==> src/rtl/data_matrix_pkg.sv <==
// Shared types and limits for the Data Matrix codeword fetch/decode slice.
// Coordinates are packed {row, col}, eight per codeword, bit7 in the top slot.
package data_matrix_pkg;

  localparam int CW_BITS     = 8;
  localparam int MAX_CW_DEF  = 255;
  localparam int TIMEOUT_DEF = 1024;

  typedef enum logic [2:0] {
    ST_IDLE  = 3'd0,
    ST_REQ   = 3'd1,
    ST_WAIT  = 3'd2,
    ST_FETCH = 3'd3,
    ST_EMIT  = 3'd4,
    ST_DONE  = 3'd5
  } state_e;

  typedef struct packed {
    logic [7:0] row;
    logic [7:0] col;
  } coord_t;

  function automatic coord_t coord_at(input logic [127:0] coords, input logic [2:0] slot);
    return coord_t'(coords[{slot, 4'b0000} +: 16]);
  endfunction

  function automatic logic coord_oob(input coord_t c, input logic [7:0] rows, input logic [7:0] cols);
    return (c.row >= rows) || (c.col >= cols);
  endfunction

endpackage

==> src/rtl/dm_bit_fetch.sv <==
// Issues the eight module reads of one codeword and shifts the returned bits in MSB first.
// Out-of-symbol coordinates issue no read and contribute a forced 0 bit.
module dm_bit_fetch
  import data_matrix_pkg::*;
(
  input  logic               clk,
  input  logic               rst,
  input  logic               load,
  input  logic [127:0]       coords,
  input  logic [7:0]         rows,
  input  logic [7:0]         cols,
  input  logic               rd_data,
  output logic               rd_en,
  output logic [7:0]         rd_row,
  output logic [7:0]         rd_col,
  output logic [CW_BITS-1:0] word,
  output logic               word_valid,
  output logic               oob
);

  logic [111:0]       coord_sh_r;
  logic [2:0]         issue_left_r;
  logic               rd_en_r;
  logic [7:0]         rd_row_r;
  logic [7:0]         rd_col_r;
  logic               slot_act_r;
  logic               slot_oob_r;
  logic               samp_act_r;
  logic               samp_oob_r;
  logic [CW_BITS-2:0] word_r;
  logic [2:0]         bit_cnt_r;
  coord_t             cur_s;
  logic               issue_s;
  logic               bit_s;

  // Pick the coordinate issued this cycle: bit7 straight from the load, later slots from the shifter.
  always_comb begin
    cur_s   = coord_t'(coord_sh_r[111:96]);
    issue_s = 1'b0;
    if (load) begin
      cur_s   = coord_at(coords, 3'd7);
      issue_s = 1'b1;
    end else if (issue_left_r != 3'd0) begin
      issue_s = 1'b1;
    end else begin
      issue_s = 1'b0;
    end
    oob   = issue_s && coord_oob(cur_s, rows, cols);
    bit_s = samp_oob_r ? 1'b0 : rd_data;
  end

  // Read issue, slot tagging aligned to the one-cycle read latency, and bit capture.
  always_ff @(posedge clk) begin
    if (!rst) begin
      coord_sh_r   <= 112'd0;
      issue_left_r <= 3'd0;
      rd_en_r      <= 1'b0;
      rd_row_r     <= 8'd0;
      rd_col_r     <= 8'd0;
      slot_act_r   <= 1'b0;
      slot_oob_r   <= 1'b0;
      samp_act_r   <= 1'b0;
      samp_oob_r   <= 1'b0;
      word_r       <= '0;
      bit_cnt_r    <= 3'd0;
    end else begin
      if (load) begin
        coord_sh_r   <= coords[111:0];
        issue_left_r <= 3'd7;
      end else if (issue_left_r != 3'd0) begin
        coord_sh_r   <= {coord_sh_r[95:0], 16'h0000};
        issue_left_r <= issue_left_r - 3'd1;
      end
      rd_en_r    <= issue_s && !oob;
      rd_row_r   <= issue_s ? cur_s.row : 8'd0;
      rd_col_r   <= issue_s ? cur_s.col : 8'd0;
      slot_act_r <= issue_s;
      slot_oob_r <= oob;
      samp_act_r <= slot_act_r;
      samp_oob_r <= slot_oob_r;
      if (samp_act_r) begin
        word_r    <= {word_r[CW_BITS-3:0], bit_s};
        bit_cnt_r <= bit_cnt_r + 3'd1;
      end
    end
  end

  assign rd_en      = rd_en_r;
  assign rd_row     = rd_row_r;
  assign rd_col     = rd_col_r;
  assign word       = {word_r, bit_s};
  assign word_valid = samp_act_r && (bit_cnt_r == 3'd7);

endmodule

==> src/rtl/data_matrix_decode_ctrl.sv <==
// Sequences one Data Matrix symbol: request coordinates, fetch eight module bits,
// and stream each packed codeword downstream with last/done/err reporting.
module data_matrix_decode_ctrl
  import data_matrix_pkg::*;
#(
  parameter int MAX_CW  = MAX_CW_DEF,
  parameter int TIMEOUT = TIMEOUT_DEF
) (
  input  logic         clk,
  input  logic         rst,
  input  logic         start,
  input  logic [7:0]   total_rows,
  input  logic [7:0]   total_cols,
  output logic         idx_start,
  input  logic         idx_valid,
  input  logic         idx_finish,
  input  logic [127:0] idx_coords,
  output logic         mat_rd_en,
  output logic [7:0]   mat_rd_row,
  output logic [7:0]   mat_rd_col,
  input  logic         mat_rd_data,
  output logic         cw_valid,
  input  logic         cw_ready,
  output logic [7:0]   cw_data,
  output logic         cw_last,
  output logic         busy,
  output logic         done,
  output logic         err
);

  localparam int TW = $clog2(TIMEOUT + 1);

  state_e               state_r;
  state_e               next_state_s;
  logic [7:0]           rows_r;
  logic [7:0]           cols_r;
  logic [7:0]           count_r;
  logic [TW-1:0]        tmo_r;
  logic                 last_r;
  logic                 idx_start_r;
  logic                 busy_r;
  logic                 done_r;
  logic                 err_r;
  logic                 cw_valid_r;
  logic [CW_BITS-1:0]   cw_data_r;
  logic                 cw_last_r;
  logic                 load_s;
  logic                 hs_s;
  logic                 accept_s;
  logic                 zero_dims_s;
  logic                 fsm_err_s;
  logic                 oob_s;
  logic [CW_BITS-1:0]   word_s;
  logic                 word_valid_s;

  assign zero_dims_s = (total_rows == 8'd0) || (total_cols == 8'd0);
  assign accept_s    = (state_r == ST_IDLE) && start;
  assign hs_s        = cw_valid_r && cw_ready;

  dm_bit_fetch u_fetch (
    .clk        (clk),
    .rst        (rst),
    .load       (load_s),
    .coords     (idx_coords),
    .rows       (rows_r),
    .cols       (cols_r),
    .rd_data    (mat_rd_data),
    .rd_en      (mat_rd_en),
    .rd_row     (mat_rd_row),
    .rd_col     (mat_rd_col),
    .word       (word_s),
    .word_valid (word_valid_s),
    .oob        (oob_s)
  );

  // State register.
  always_ff @(posedge clk) begin
    if (!rst) begin
      state_r <= ST_IDLE;
    end else begin
      state_r <= next_state_s;
    end
  end

  // Next-state decode plus abort conditions detected by the sequencer itself.
  always_comb begin
    next_state_s = state_r;
    load_s       = 1'b0;
    fsm_err_s    = 1'b0;
    case (state_r)
      ST_IDLE: begin
        if (start) begin
          next_state_s = zero_dims_s ? ST_DONE : ST_REQ;
        end else begin
          next_state_s = ST_IDLE;
        end
      end
      ST_REQ: next_state_s = ST_WAIT;
      ST_WAIT: begin
        if (idx_valid) begin
          next_state_s = ST_FETCH;
          load_s       = 1'b1;
        end else if (idx_finish) begin
          next_state_s = ST_DONE;
        end else if (tmo_r == TW'(TIMEOUT - 1)) begin
          next_state_s = ST_DONE;
          fsm_err_s    = 1'b1;
        end else begin
          next_state_s = ST_WAIT;
        end
      end
      ST_FETCH: next_state_s = word_valid_s ? ST_EMIT : ST_FETCH;
      ST_EMIT: begin
        if (!hs_s) begin
          next_state_s = ST_EMIT;
        end else if (last_r) begin
          next_state_s = ST_DONE;
        end else if (count_r == 8'(MAX_CW - 1)) begin
          next_state_s = ST_DONE;
          fsm_err_s    = 1'b1;
        end else begin
          next_state_s = ST_REQ;
        end
      end
      ST_DONE: next_state_s = ST_IDLE;
      default: next_state_s = ST_IDLE;
    endcase
  end

  // Registered outputs, latched symbol context, wait timer and codeword holding register.
  always_ff @(posedge clk) begin
    if (!rst) begin
      rows_r      <= 8'd0;
      cols_r      <= 8'd0;
      count_r     <= 8'd0;
      tmo_r       <= '0;
      last_r      <= 1'b0;
      idx_start_r <= 1'b0;
      busy_r      <= 1'b0;
      done_r      <= 1'b0;
      err_r       <= 1'b0;
      cw_valid_r  <= 1'b0;
      cw_data_r   <= '0;
      cw_last_r   <= 1'b0;
    end else begin
      idx_start_r <= (next_state_s == ST_REQ);
      busy_r      <= (next_state_s != ST_IDLE);
      done_r      <= (next_state_s == ST_DONE);
      if (state_r == ST_WAIT) begin
        tmo_r <= tmo_r + TW'(1);
      end else begin
        tmo_r <= '0;
      end
      if (accept_s) begin
        rows_r  <= total_rows;
        cols_r  <= total_cols;
        count_r <= 8'd0;
        err_r   <= zero_dims_s;
      end else if (fsm_err_s || oob_s) begin
        err_r <= 1'b1;
      end
      if (load_s) begin
        last_r <= idx_finish;
      end
      if ((state_r == ST_FETCH) && word_valid_s) begin
        cw_valid_r <= 1'b1;
        cw_data_r  <= word_s;
        cw_last_r  <= last_r;
      end else if (hs_s) begin
        cw_valid_r <= 1'b0;
        cw_last_r  <= 1'b0;
        if (count_r != 8'hFF) begin
          count_r <= count_r + 8'd1;
        end
      end
    end
  end

  assign idx_start = idx_start_r;
  assign busy      = busy_r;
  assign done      = done_r;
  assign err       = err_r;
  assign cw_valid  = cw_valid_r;
  assign cw_data   = cw_data_r;
  assign cw_last   = cw_last_r;

endmodule

==> config.mk <==
export PLATFORM = sky130hd
export DESIGN_NAME = data_matrix_decode_ctrl
export DESIGN_NICKNAME = d
export VERILOG_FILES = /design/src/rtl/data_matrix_pkg.sv /design/src/rtl/dm_bit_fetch.sv /design/src/rtl/data_matrix_decode_ctrl.sv
export SDC_FILE = /design/constraint.sdc
export NUM_CORES = 1
export LEC_CHECK = 0
export BUFFER_PORTS_ARGS = -buffer_cell sky130_fd_sc_hd__buf_4
export CORE_MARGIN = 1
export CORE_UTILIZATION = 59
export CTS_CLUSTER_DIAMETER = 50
export DETAILED_ROUTE_END_ITERATION = 16
export PLACE_DENSITY_LB_ADDON = 0.08
export RECOVER_POWER = 50
export REMOVE_ABC_BUFFERS = 1
export SLEW_MARGIN = 20
export SYNTH_ARGS = -nofsm -noshare
export SYNTH_HDL_FRONTEND = slang
export SYNTH_SLANG_ARGS = --single-unit
==> constraint.sdc <==
create_clock -name clk -period 4.16 [get_ports clk]
set_input_delay 0.624 -clock clk [delete_from_list [all_inputs] [get_ports clk]]
set_output_delay 0.624 -clock clk [all_outputs]
set_load 0.005 [all_outputs]
== Word-level counts from Yosys, hierarchy flattened ==
Index checks and enable logic that the tools add are counted.

* $add $sub $neg: 4
* Muxes and demuxes: 36
* Reductions and logical operators: 20
* $lt $le $gt $ge: 2
* Equality and inequality tests: 10

{| class="wikitable"
|+ Operators with widths
! operator !! number
|-
| two-way mux 112 bit || 2
|-
| two-way mux 3 bit || 11
|-
| two-way mux 8 bit || 4
|-
| >= comparator 8 bit || 2
|-
| logical NOT 8 bit || 2
|-
| two-way mux 1 bit || 16
|-
| two-way mux 16 bit || 1
|-
| case mux 3 bit (5 select lines) || 1
|-
| adder 11 x 1 -> 11 bit, second input constant || 1
|-
| equality test 11 x 10 -> 1 bit, second input constant || 1
|-
| equality test 3 bit, second input constant || 3
|-
| adder 8 x 1 -> 8 bit, second input constant || 1
|-
| equality test 8 bit, second input constant || 1
|-
| != test 8 bit, second input constant || 1
|-
| equality test 3 x 1 -> 1 bit, second input constant || 2
|-
| equality test 3 x 2 -> 1 bit, second input constant || 2
|-
| logical AND 1 bit || 6
|-
| nonzero test 2 bit || 3
|-
| nonzero test 3 bit || 2
|-
| AND reduction 2 bit || 2
|-
| adder 3 x 1 -> 3 bit, second input constant || 1
|-
| logical NOT 3 bit || 1
|-
| logical OR 1 bit || 3
|-
| subtractor 3 x 1 -> 3 bit, second input constant || 1
|-
| 2 further kinds || 2
|}

* Word-level logic and storage cells: 96
* Input port bits: 151
* Register bits: 199
* Output and inout port bits: 31

== Depth between registers and ports, before layout ==
Gate-level depths: netlist (run 1).

* Depth after elaboration: 9
* Gate-level depth with buffers: 14
* Mapped depth without buffers: 11

== Modules after synthesis ==
A second synthesis (run 1) with hierarchy kept.

* Cell total of the unflattened synthesis: 1064
* Area total of the unflattened synthesis: 9462.8 um2

{| class="wikitable"
|+ Modules (own cells, without submodules)
! module !! area each (um2) !! cells an instance !! sequential area each (um2) !! times used
|-
| dm_bit_fetch || 6954.2 || 778 || 2922.8 || 1
|-
| data_matrix_decode_ctrl || 2508.7 || 286 || 1061.0 || 1
|}

== Least setup slack after synthesis (run 1) ==
OpenSTA, ideal clock, no wires.

* Kind: register to register
* Start point: reg state_r[2]
* End point: reg err_r (netlist: err)
* Arrival time: 2444 ps
* Setup slack: 1599 ps
* Period minus slack after synthesis: 2561 ps
* Library setup time: 117 ps
* Path buffers: 2
* Required time: 4043 ps
* Cell stages (with the launch flop): 14
* Cell sequence: dfxtp_1 > nand2b_1 > buf_6 > nor2_4 > and2_4 > buf_6 > mux2i_1 > ha_1 > nand2b_1 > a21o_1 > a211oi_1 > or3_1 > nand4_1 > a32o_1

* Longest elaborated chain between the ends: 8
* Elaborated cells on any way between the ends: 15
* Those cells by class: order compare: 2; eq/ne: 2; mux: 5; reduce/logical: 6

{| class="wikitable"
|+ RTL lines
! item !! line !! RTL
|-
| start: declaration || data_matrix_decode_ctrl.sv:33 || <nowiki>state_e state_r;</nowiki>
|-
| start signal: assignment || data_matrix_decode_ctrl.sv:81 || <nowiki>state_r <= next_state_s;</nowiki>
|-
| equality test 3 x 2 -> 1 bit || data_matrix_decode_ctrl.sv:90 || <nowiki>case (state_r)</nowiki>
|-
| two-way mux 1 bit || data_matrix_decode_ctrl.sv:90 ||
|-
| two-way mux 16 bit || dm_bit_fetch.sv:40 || <nowiki>if (load) begin</nowiki>
|-
| >= comparator 8 bit || data_matrix_pkg.sv:28 || <nowiki>return (c.row >= rows) || (c.col >= cols);</nowiki>
|-
| logical OR 1 bit || data_matrix_pkg.sv:28 ||
|-
| logical AND 1 bit || dm_bit_fetch.sv:48 || <nowiki>oob = issue_s && coord_oob(cur_s, rows, cols);</nowiki>
|-
| logical OR 1 bit || data_matrix_decode_ctrl.sv:159 || <nowiki>end else if (fsm_err_s || oob_s) begin</nowiki>
|-
| nonzero test 2 bit (no line) || n/a ||
|-
| end signal: assignment || data_matrix_decode_ctrl.sv:158 || <nowiki>err_r <= zero_dims_s;</nowiki>
|-
| end: declaration || data_matrix_decode_ctrl.sv:43 || <nowiki>logic err_r;</nowiki>
|}

Several ways; a longest one is shown, not always the timed one.
A chain may end at the register's enable or synchronous reset.

== Worst setup path in the final report (run 1) ==
Same ends and word-level chain as after synthesis.

==> summary.txt, run 1 <==
Status
  • Status: complete, but fails checks
  • Failing checks: capacitance limit, slew limit

Floorplan
  • Full die area: around 0.015 mm^2
  • Area of the core: between 0.01 and 0.015 mm^2
  • FP Rows: between 40 and 50
  • Die height: approximately 120 um
  • Starting density of the core: 61.0%
  • Die width: between 100 and 150 um
  • I/O pin count: about 180

Detailed routing
  • Per-cell routed wire length: about 15 um
  • Number of vias per cell: 5.58
  • 1st-iter DRT viols: around 480
  • DRT antenna net count: 0
  • Routed WL: 20500 um
  • Via Count: 7779
  • DRC violation count after routing: 0
  • DR pass1 iterations: 5

Timing
  • Final slew viol count: ~120
  • Setup TNS: 0 ns
  • Worst clock skew: ~0.0083 ns
  • Final Cycle Share: between 80% and 90%
  • Final setup fails: 0
  • Fin. Hold Viols: 0
  • Final critical-path required period: roughly 3.4 ns
  • Least-Margin Pin Slew: a little over 3 ns
  • Max-slew headroom: -107%
  • Peak Freq: 292 MHz
  • Final hold slack: around 0.44 ns
  • RSZ-0062 raised after global routing: false

Setup path
  • Crit end category: register
  • Worst reg-to-reg path cell count: 11
  • Critical path launch point: state_r[2]
  • WP data required: around 4.5 ns
  • Crit Path Class: register to register
  • Worst setup path endpoint: err
  • RR Startpoint: state_r[2]
  • Critical path data arrival time: about 3.8 ns
  • Startpoint Class: register
  • Reg2reg end: err
  • Worst reg2reg setup slack: ~0.73 ns
  • Crit Path Max Fanout: 34

GRT
  • Largest net degree at the start of global routing: 100
  • Antenna violations before repair: 0
  • Total track usage: 27.4%
  • First-pass GRT wire length: 32400 um
  • Number of global-route vias before repair: about 7k
  • Gr ovfl total: 0

Final layout
  • Layout Cells excl Fill: approximately 1.4k
  • # fillers: approximately 1.1k
  • Syn-to-layout area delta: 21.8%
  • Antenna Cells: 0
  • Fraction of layout cells with a size suffix above 1: 18.4%
  • Most common cell after layout, fill and taps aside: nand2_1
  • Most frequent cells in the layout: nand2_1, dfxtp_1, buf_4, nor2_1, a311oi_1
  • Nets: 1376

Clock tree
  • # resized after CTS: 0
  • Max Buffers Root-to-Sink: 2
  • Clk_lat worst skew: roughly 0.43 ns
  • Clock sink count: approximately 200
  • CTS Hold Bufs: 0
  • H-tree depth: 4
  • Worst-path clk slew: approximately 0.08 ns
  • Clk root buf: clkbuf_16
  • CTS tree: built
  • Setup Buffers After CTS: 0
  • Cts bufs inserted: 17

Power and ir drop
  • Pwr dens: 517 mW/mm^2
  • Reg power frac: 42.5%
  • Leak: 4.00 nW
  • VDD IR max: 0.387 mV
  • Clock share of power: 31.5%
  • Comb pwr share: between 20% and 30%
  • NetSw: approximately 1.8 mW
  • Net Sw Frac: between 30% and 40%
  • Final Power: approximately 5.4 mW
  • Internal Power: ~3.6 mW

Placement
  • Post-Place Cells: 1363
  • IO buf count: 181
  • Gpl congestion: ~0.8
  • Post-DP HPWL: around 13000 um

Yosys
  • Syn_area_per_cell: slightly below 8 um^2
  • Top FF cell, synth: dfxtp_1
  • Synth warn: 0
  • Sequential fraction of the synthesis area: between 40% and 50%
  • Seq cells post-synth: a little under 200
  • Cells after Synth: between 1k and 1.5k
  • EDFF count, synth: 0
  • Async SR Flop Fraction: 0%
  • Synthesized area: roughly 0.0086 mm^2
  • Library cells used by synthesis: 51

Run
  • Max Cap Viol: 2

Hold path
  • Hold crit path type: input port to register
power by group through the flow:
| stage | Clock [mW] | Sequential [mW] | Combinational (mW) |
|---|---|---|---|
| global route | 1.80 | 2.32 | 1.57 |
| finish | 1.70 | 2.29 | 1.40 |
| CTS | 1.72 | 2.29 | 1.42 |
| detailed placement | 0 | 2.33 | 1.41 |
| global placement | 0 | 2.33 | 1.39 |
| floorplan | 0 | 2.30 | 0.902 |
metrics by stage:
stage               utilization, %  area, um^2  setup slack, ns
detailed placement            70.4        9890            0.974
finish                        74.3       10400            0.733
global route                  74.3       10400            0.516
CTS                           74.8       10500            0.947
global placement              70.4        9890             1.07
floorplan                        -        8220           -0.584
routing by layer:
metal | vias up | part of all wire [%] | global-route usage [%] | routed length [um]
li1 | 3940 | - | - | -
met1 | 3597 | 43 | 33.5 | 8710
met2 | 207 | 48 | 45.7 | 9920
met3 | 35 | 6.7 | 8.13 | 1370
met4 | 0 | 2.4 | 9.60 | 487
met5 | - | 0 | 0 | 0
synth_stat cells, types with 2 or more instances:
cell type    n  share of area (%)
dfxtp_1    199                 46
a21o_1       3               0.26
clkbuf_1    45                2.0
nor2b_1      6               0.44
nor3_1       6               0.35
nand4_1      7               0.51
buf_2       25                1.5
inv_1       20               0.88
buf_1        7               0.31
nand2b_1     6               0.44
and3_1       5               0.37
nor2_1     128                5.6
nor4_1       4               0.29
inv_2        2              0.088
xor2_1       6               0.61
xnor2_1      4               0.41
mux2i_1     11                1.3
nand3_1     26                1.5
a311oi_1    97                9.9
nor2_2       3               0.22
a211o_1      2               0.20
a21oi_1     74                4.3
and2_1       6               0.44
or3_1        5               0.37
nand2_1    317                 14
ha_1        23                3.4
a211oi_1     5               0.44
buf_6        2               0.26
o21ai_0     10               0.58
mux2_2       2               0.26
cell families (layout without fill, tap and decap cells):
group	Yosys count	count (layout)	synth area share [%]
xor gates and xnor gates	10	10	1.02
adders and majority gates	23	23	3.36
muxes	13	13	1.55
AOI/OAI and AO/OA	202	202	17.0
DFF	199	199	46.5
and+or+nand+nor	528	528	25.5
buffers and inverters	102	240	5.05
area by class of cell:
| class | instances | area, um^2 | share of cell area [%] |
|---|---|---|---|
| Tap cell | 180 | 225 | 2.16 |
| Clock buffer | 17 | 425 | 4.07 |
| Clock inverter | 15 | 185 | 1.77 |
| Timing Repair Buffer | 186 | 1380 | 13.2 |
| Inverter | 22 | 82.6 | 0.791 |
| Sequential cell | 199 | 3980 | 38.2 |
| Multi-Input combinational cell | 776 | 4160 | 39.8 |
sequential cells by signal, summed over array words and instances, names as in the netlist, 7 cells and up:
signal,flops
tmo_r,11
u_fetch.rd_row,8
cols_r,8
u_fetch.coord_sh_r,112
cw_data,8
u_fetch.rd_col,8
u_fetch.word_r,7
count_r,8
rows_r,8
worst max-delay path: stages, from the launching register on:
cell and delay, ns:
dfxtp_1 0.37, nand2b_1 0.27, nor2_1 0.44, and2_4 0.53, mux2i_1 0.29, ha_1 0.25, nand2b_1 0.14, a21o_1 0.18
a211oi_1 0.23, or3_1 0.15, nand4_1 0.15, a32o_1 0.29
how the worst min path moves through the flow:
stage,depth (start not counted),to,startpoint
after floorplan,1,u_fetch.samp_act_r,u_fetch.slot_act_r
after global placement,1,u_fetch.samp_act_r,u_fetch.slot_act_r
after detailed placement,1,u_fetch.samp_act_r,u_fetch.slot_act_r
after CTS,3,u_fetch.coord_sh_r[9],idx_coords[9]
after global routing,3,u_fetch.coord_sh_r[2],idx_coords[2]
final,3,u_fetch.coord_sh_r[14],idx_coords[14]
Note: power is estimated with default switching activity, not from simulation.
==> inputs of run 2 (changes only) <==
- ABC_AREA: default -> 1
- CORE_UTILIZATION: 59 -> 54
- clock period: 4.16 -> 3.5 ns (I/O delays scaled with it)
==> run 2 against run 1 <==
Against the previous run:
- sequential share of layout area increased by 0.096 points
- the flow still finishes with violations (capacitance limit, slew limit)
- global-route usage decreased by 1.6 points
- flip-flop and latch count is the same
- non-clock buffer count increased by 5
- worst setup slack lost 0.11 ns
- critical path depth is 1 lower
- sequential power is 11% higher
- largest power group unchanged
- clock-buffer cell count grew 6
- combinational power increased by 6%
- power is 11% higher
- design area down 0.25%
==> summary.txt, run 2 <==
Hold path
  • Hold endpoint: u_fetch.coord_sh_r[2]
  • Hold crit path type: input port to register
  • WHS Path Cells: 3 (unchanged)
  • Min-Delay Startpoint: idx_coords[2]

Timing
  • Fin. Hold Viols: 0 (unchanged)
  • Final Cycle Share: 82.1% (-0.25 points)
  • Final slew viol count: 41 (-65%)
  • Max-slew headroom: -4.25% (+100 points)
  • Least-Margin Pin Slew: 1.56 ns (-1.54 ns)
  • RSZ-0062 raised after global routing: false
  • Final critical-path required period: 2.87 ns (-0.552 ns)
  • Setup TNS: 0 ns (unchanged)
  • Worst clock skew: 0.0120 ns (+0.00362 ns)
  • Final setup fails: 0 (unchanged)
  • Final hold slack: 0.344 ns (-0.0912 ns)
  • Peak Freq: 348 MHz (+19%)

Detailed routing
  • DRT antenna net count: 0 (unchanged)
  • DRC violation count after routing: 0 (unchanged)
  • 1st-iter DRT viols: 595 (+25%)
  • Per-cell routed wire length: 13.5 um (-8.1%)
  • Routed WL: 20400 um (-0.63%)
  • Via Count: 7873 (+1.2%)
  • Number of vias per cell: 5.22 (-6.4%)
  • DR pass1 iterations: 6 (+1)

Setup path
  • Crit Path Class: register to register
  • WP data required: 3.86 ns (-0.63 ns)
  • Critical path data arrival time: 3.23 ns (-0.52 ns)
  • Worst reg2reg setup slack: 0.63 ns (-0.11 ns)
  • Crit Path Max Fanout: 63 (+85%)
  • RR Startpoint: state_r[1]
  • Startpoint Class: register
  • Reg2reg end: u_fetch.rd_col[0]
  • Crit end category: register
  • Worst reg-to-reg path cell count: 10 (-1)

Yosys
  • Cells after Synth: 1146 (+6.4%)
  • Synth top area cells: dfxtp_1, nand2_1, a31oi_1
  • Dominant cell type by area after synthesis: dfxtp_1
  • Most frequent cells after synthesis: nand2_1, dfxtp_1, nand3_1
  • Seq cells post-synth: 199 (unchanged)
  • EDFF count, synth: 0 (unchanged)
  • Sequential fraction of the synthesis area: 46.9% (+0.38 points)
  • Post-synth top area share: 46.9% (+0.38 points)
  • Async SR Flop Fraction: 0% (unchanged)
  • Syn_area_per_cell: 7.42 um^2 (-6.8%)
  • Synthesized area: 0.00850 mm^2 (-0.80%)
  • Top FF cell, synth: dfxtp_1
  • Top-count cell post-synth: nand2_1
  • Library cells used by synthesis: 35 (-31%)
  • Synth warn: 0 (unchanged)

GRT
  • First-pass GRT wire length: 33600 um (+3.7%)
  • Total track usage: 25.8% (-1.6 points)
  • Number of global-route vias before repair: 7034 (+0.028%)
  • Gr ovfl total: 0 (unchanged)
  • Antenna violations before repair: 0 (unchanged)
  • Largest net degree at the start of global routing: 99 (-1.0%)

Floorplan
  • FP Rows: 45 (+4.7%)
  • Area of the core: 0.0153 mm^2 (+8.7%)
  • I/O pin count: 182 (unchanged)
  • Die width: 127 um (+4.0%)
  • Starting density of the core: 55.7% (-5.3 points)
  • Die height: 127 um (+4.0%)
  • Full die area: 0.0162 mm^2 (+8.2%)

Power and ir drop
  • Internal Power: 4.02 mW (+13%)
  • Pwr dens: 575 mW/mm^2 (+11%)
  • Leak: 4.06 nW (+1.4%)
  • Net Sw Frac: 32.8% (-1.2 points)
  • VDD IR max: 0.422 mV (+8.9%)
  • Final Power: 5.99 mW (+11%)
  • Reg power frac: 42.4% (about the same)
  • Comb pwr share: 24.7% (-1.3 points)
  • Clock share of power: 32.9% (+1.4 points)
  • NetSw: 1.97 mW (+7.0%)

Final layout
  • Layout Cells excl Fill: 1508 (+8.1%)
  • Syn-to-layout area delta: 22.5%
  • Antenna Cells: 0 (unchanged)
  • Most frequent cells in the layout: nand2_1, dfxtp_1, buf_4, nand3_1, nor2_1
  • Top flop regs: u_fetch.coord_sh_r (112), tmo_r (11)
  • Fraction of layout cells with a size suffix above 1: 17.1% (-1.3 points)
  • Most flops, register: u_fetch.coord_sh_r
  • Design area: 0.0104 mm^2 (-0.25%)
  • Nets: 1458 (+6.0%)
  • Most common cell after layout, fill and taps aside: nand2_1
  • Largest register FFs: 112 (unchanged)

Placement
  • Post-Place Cells: 1476 (+8.3%)
  • Gpl congestion: 0.812 (-0.33%)
  • Post-DP HPWL: 13400 um (about the same)
  • IO buf count: 181 (unchanged)
  • Post-Place Cell Area: 0.00986 mm^2 (-0.34%)

Status
  • Failing checks: capacitance limit, slew limit
  • Status: complete, but fails checks

Clock tree
  • Setup Buffers After CTS: 0 (unchanged)
  • Clock sink count: 199 (unchanged)
  • # resized after CTS: 0 (unchanged)
  • Worst-path clk slew: 0.07 ns (about the same)
  • Cts bufs inserted: 17 (unchanged)
  • CTS Hold Bufs: 0 (unchanged)
  • Clk_lat worst skew: 0.44 ns (about the same)
  • Max Buffers Root-to-Sink: 2 (unchanged)
  • CTS tree: built
  • H-tree depth: 4 (unchanged)
  • Clk root buf: clkbuf_16

Run
  • Max Cap Viol: 1 (-1)
==> run 2: changes by cell type after synthesis, sizes merged, moves of 8 or more <==
| cell | before | now |
|---|---|---|
| nand2 | 318 | 305 |
| mux2i | 11 | 2 |
| o21ai | 12 | 60 |
| a311oi | 97 | 0 |
| inv | 22 | 88 |
| nor2 | 132 | 107 |
| a31oi | 1 | 98 |
| clkbuf | 45 | 37 |
| a21oi | 74 | 54 |
| nand3 | 26 | 108 |
==> run 2: cells by family (layout without fill, tap and decap cells) <==
group	Yosys count	after routing	synth area share (%)
AND/OR/NAND/NOR	537	537	26.1
multiplexers	2	2	0.236
AO/OA/AOI/OAI	219	219	14.6
XOR/XNOR	5	5	0.515
adder cells (fa/ha/maj)	23	23	3.39
buffers and inverters	161	312	8.24
flip-flops	199	199	46.9
==> run 2: final cells by class <==
cell class                 count  area [um^2]
fill                        1380         4840
sequential                   199         3980
multi-input combinational    786         3810
timing repair buffer         191         1420
clock buffer                  23          488
inverter                      89          340
tap                          211          264
clock inverter                 9          114
==> run 2: layer usage <==
| metal | share of wire [%] | track usage, % | up-vias |
|---|---|---|---|
| met2 | 47 | 41.4 | 200 |
| met1 | 45 | 33.9 | 3582 |
| met4 | 1.7 | 8.61 | 0 |
| met5 | 0 | 0 | - |
| met3 | 6.1 | 6.49 | 23 |
| li1 | - | - | 4068 |
==> run 2: stage by stage <==
step                util [%]  worst slack, ns
floorplan                  -            -1.03
global placement        64.6            0.889
detailed placement      64.6            0.781
CTS                     68.6            0.866
global route            68.2            0.309
finish                  68.2            0.626
==> run 2: worst max path at each step <==
stage,startpoint,endpoint,slack [ns]
floorplan,state_r[1],err,-1.03
global placement,idx_valid,err,0.89
detailed placement,idx_valid,err,0.78
CTS,state_r[1],err,0.87
global route,state_r[1],u_fetch.rd_row[5],0.31
finish,state_r[1],u_fetch.rd_col[0],0.63
==> run 2: power groups by stage <==
stage	combinational, mW	sequential [mW]	clock [mW]
final	1.48	2.54	1.97
after global routing	1.65	2.56	2.12
after CTS	1.50	2.54	2.00
after detailed placement	1.50	2.59	0
after global placement	1.49	2.59	0
after floorplan	0.900	2.57	0
==> run 2: worst max-delay path, stage by stage, from the launching register on <==
cell and delay (ns):
dfxtp_1 0.37, inv_1 0.10, nor3_4 0.20, inv_1 0.12, nor2_4 0.13, inv_4 0.22, nand2_4 0.17, clkinvlp_2 0.63
nor2_1 0.43, inv_2 0.23, nor2_1 0.19
==> inputs of run 3 (changes only) <==
- clock period: 3.5 -> 3 ns (I/O delays scaled with it)
==> run 3 against run 2 <==
Against the previous run:
- core utilization up 0.057 points
- critical path type unchanged
- die area unchanged
- hold slack worse by 0.065 ns
- the run still ends with capacitance limit, slew limit left
- cell count up 0.20%
- register-to-register slack worse by 0.14 ns
- largest cell class unchanged
- worst setup slack worse by 0.14 ns
- clock skew down 0.0030 ns
- global-route usage down 0.20 points
- largest power group unchanged
- critical endpoint is now count_r[1]
- sequential share of layout area about the same
==> summary.txt, run 3 (synthesis gave the netlist of run 2 again) <==
Detailed routing
  • Routed WL: 20500 um (+0.47%)
  • 1st-iter DRT viols: 420 (-29%)
  • DRT antenna net count: 0 (unchanged)
  • DRC violation count after routing: 0 (unchanged)
  • Per-cell routed wire length: 13.5 um (+0.27%)
  • Number of vias per cell: 5.26 (+0.73%)
  • Via Count: 7946 (+0.93%)
  • DR pass1 iterations: 5 (-1)

Floorplan
  • FP Rows: 45 (unchanged)
  • Die width: 127 um (unchanged)
  • Full die area: 0.0162 mm^2 (unchanged)
  • I/O pin count: 182 (unchanged)
  • Starting density of the core: 55.7% (unchanged)
  • Die height: 127 um (unchanged)
  • Area of the core: 0.0153 mm^2 (unchanged)

Final layout
  • Combined area of the multi-input logic cells: 0.00381 mm^2 (about the same)
  • Nets: 1461 (+0.21%)
  • Antenna Cells: 0 (unchanged)
  • Syn-to-layout area delta: 22.6% (about the same)
  • Largest register FFs: 112 (unchanged)
  • Most common cell after layout, fill and taps aside: nand2_1
  • Most flops, register: u_fetch.coord_sh_r
  • Fraction of layout cells with a size suffix above 1: 17.1% (-0.039 points)
  • Register area: 0.00398 mm^2 (unchanged)
  • Most frequent cells in the layout: nand2_1, dfxtp_1, buf_4, nand3_1, nor2_1
  • Top flop regs: u_fetch.coord_sh_r (112), tmo_r (11)
  • # fillers: 1351 (-2.1%)

Timing
  • Final setup fails: 0 (unchanged)
  • Peak Freq: 398 MHz (+14%)
  • Fin. Hold Viols: 0 (unchanged)
  • Final slew viol count: 43 (+4.9%)
  • RSZ-0062 raised after global routing: false
  • Final Cycle Share: 83.7% (+1.6 points)
  • Max-slew headroom: -11.1% (-6.8 points)
  • Setup TNS: 0 ns (unchanged)
  • Final worst slack: 0.489 ns (-0.137 ns)
  • Least-Margin Pin Slew: 1.67 ns (+0.102 ns)
  • Worst clock skew: 0.00893 ns (-0.00302 ns)
  • Final critical-path required period: 2.51 ns (-0.363 ns)

Clock tree
  • Setup Buffers After CTS: 0 (unchanged)
  • Clk_lat worst skew: 0.42 ns (-0.02 ns)
  • Max Buffers Root-to-Sink: 2 (unchanged)
  • Cts bufs inserted: 17 (unchanged)
  • H-tree depth: 4 (unchanged)
  • CTS Hold Bufs: 0 (unchanged)
  • CTS tree: built
  • Clk root buf: clkbuf_16
  • Clock sink count: 199 (unchanged)
  • # resized after CTS: 0 (unchanged)
  • Worst-path clk slew: 0.07 ns (about the same)

Placement
  • Gpl congestion: 0.821 (+1.1%)
  • IO buf count: 181 (unchanged)
  • Place WS: 0.541 ns (-0.240 ns)
  • Post-DP HPWL: 13400 um (+0.41%)

Setup path
  • Critical path launch point: u_fetch.samp_act_r
  • Worst setup path endpoint: count_r[1]
  • Critical path data arrival time: 2.79 ns (-0.44 ns)
  • CP delay by family, top: simple AND/OR/NAND/NOR gates
  • Reg2reg end: count_r[1]
  • CP cell instances: clkbuf_1, nand2_1, inv_1, nand2_1, nor2_2, inv_1, nand2_1, nor2_1, a21oi_1, a211oi_1
  • Crit Path Class: register to register
  • RR Startpoint: u_fetch.samp_act_r
  • WP data required: 3.28 ns (-0.58 ns)
  • Most frequent CP cell: nand2_1
  • Crit end category: register
  • Startpoint Class: register
  • Slowest-stage cell, CP: nor2_2
  • Cell depth of the worst setup path: 10 (unchanged)
  • Worst reg-to-reg path cell count: 10 (unchanged)
  • Critical path buffer and inverter count: 3 (-2)
  • Worst reg2reg setup slack: 0.49 ns (-0.14 ns)
  • Crit Path Max Fanout: 14 (-78%)
  • Crit-path max cell delay: 0.42 ns (-0.21 ns)

GRT
  • Largest net degree at the start of global routing: 97 (-2.0%)
  • Number of global-route vias before repair: 7036 (+0.028%)
  • Antenna violations before repair: 0 (unchanged)
  • First-pass GRT wire length: 33500 um (-0.55%)
  • Total track usage: 25.6% (-0.20 points)
  • Gr ovfl total: 0 (unchanged)

Power and ir drop
  • VDD IR max: 0.648 mV (+54%)
  • Pwr dens: 670 mW/mm^2 (+16%)
  • Leak: 4.07 nW (+0.43%)

Hold path
  • Hold crit path type: input port to register
  • Min-Delay Startpoint: idx_coords[13]

Status
  • Failing checks: capacitance limit, slew limit
  • Status: complete, but fails checks

Run
  • Max Cap Viol: 1 (unchanged)
## run 3: cell types whose count changed in the layout (fill, tap and decap cells not counted), sizes merged
cell | before | now
inv | 89 | 87
clkbuf | 55 | 60
clkinv | 3 | 6
clkinvlp | 4 | 1
## run 3: cell type report
cell class / instances / area share (%)
clock inverters: 7 / 0.876
inverters: 89 / 3.27
clock buffers: 25 / 4.85
multi-input cells: 786 / 36.5
repair buffers: 194 / 13.7
well taps: 211 / 2.53
flip-flops and latches: 199 / 38.2
## run 3: how the worst min path moves through the flow
stage / to / slack, ns / depth (start not counted)
after floorplan: u_fetch.samp_act_r / 0.39 / 2
after global placement: u_fetch.samp_act_r / 0.40 / 2
after CTS: u_fetch.coord_sh_r[13] / 0.26 / 3
after global routing: u_fetch.coord_sh_r[3] / 0.27 / 3
after detailed placement: u_fetch.samp_act_r / 0.42 / 2
final: u_fetch.coord_sh_r[13] / 0.28 / 3
## run 3: worst min-delay path: cells and delay by family
| family | cells | cell delay, ns |
|---|---|---|
| buf+inv | 1 | 0.10 |
| simple gates | 1 | 0.05 |
| compound gates | 1 | 0.05 |
## run 3: power by group
part	switching (mW)	internal, mW	total, mW
combinational	1.22	0.512	1.73
sequential	0.0999	2.85	2.95
clock	0.954	1.34	2.29
total	2.27	4.71	6.98
## run 3: metrics by stage
step	instances	total power, mW	util (%)	hold WS (ns)	instance area [um^2]
floorplan	1074	4.04	-	0.390	8130
detailed placement	1479	4.81	64.8	0.415	9890
global placement	1479	4.80	64.8	0.397	9890
finish	1511	6.98	68.3	0.279	10400
CTS	1511	7.09	68.7	0.261	10500
global route	1511	7.36	68.3	0.270	10400
## run 3: metal layers
metal	GRT usage, %	vias to the layer above	part of all wire [%]
li1	-	4081	-
met1	33.5	3604	46
met2	39.8	223	45
met3	7.24	38	6.0
met4	10.4	0	2.8
met5	0	-	0
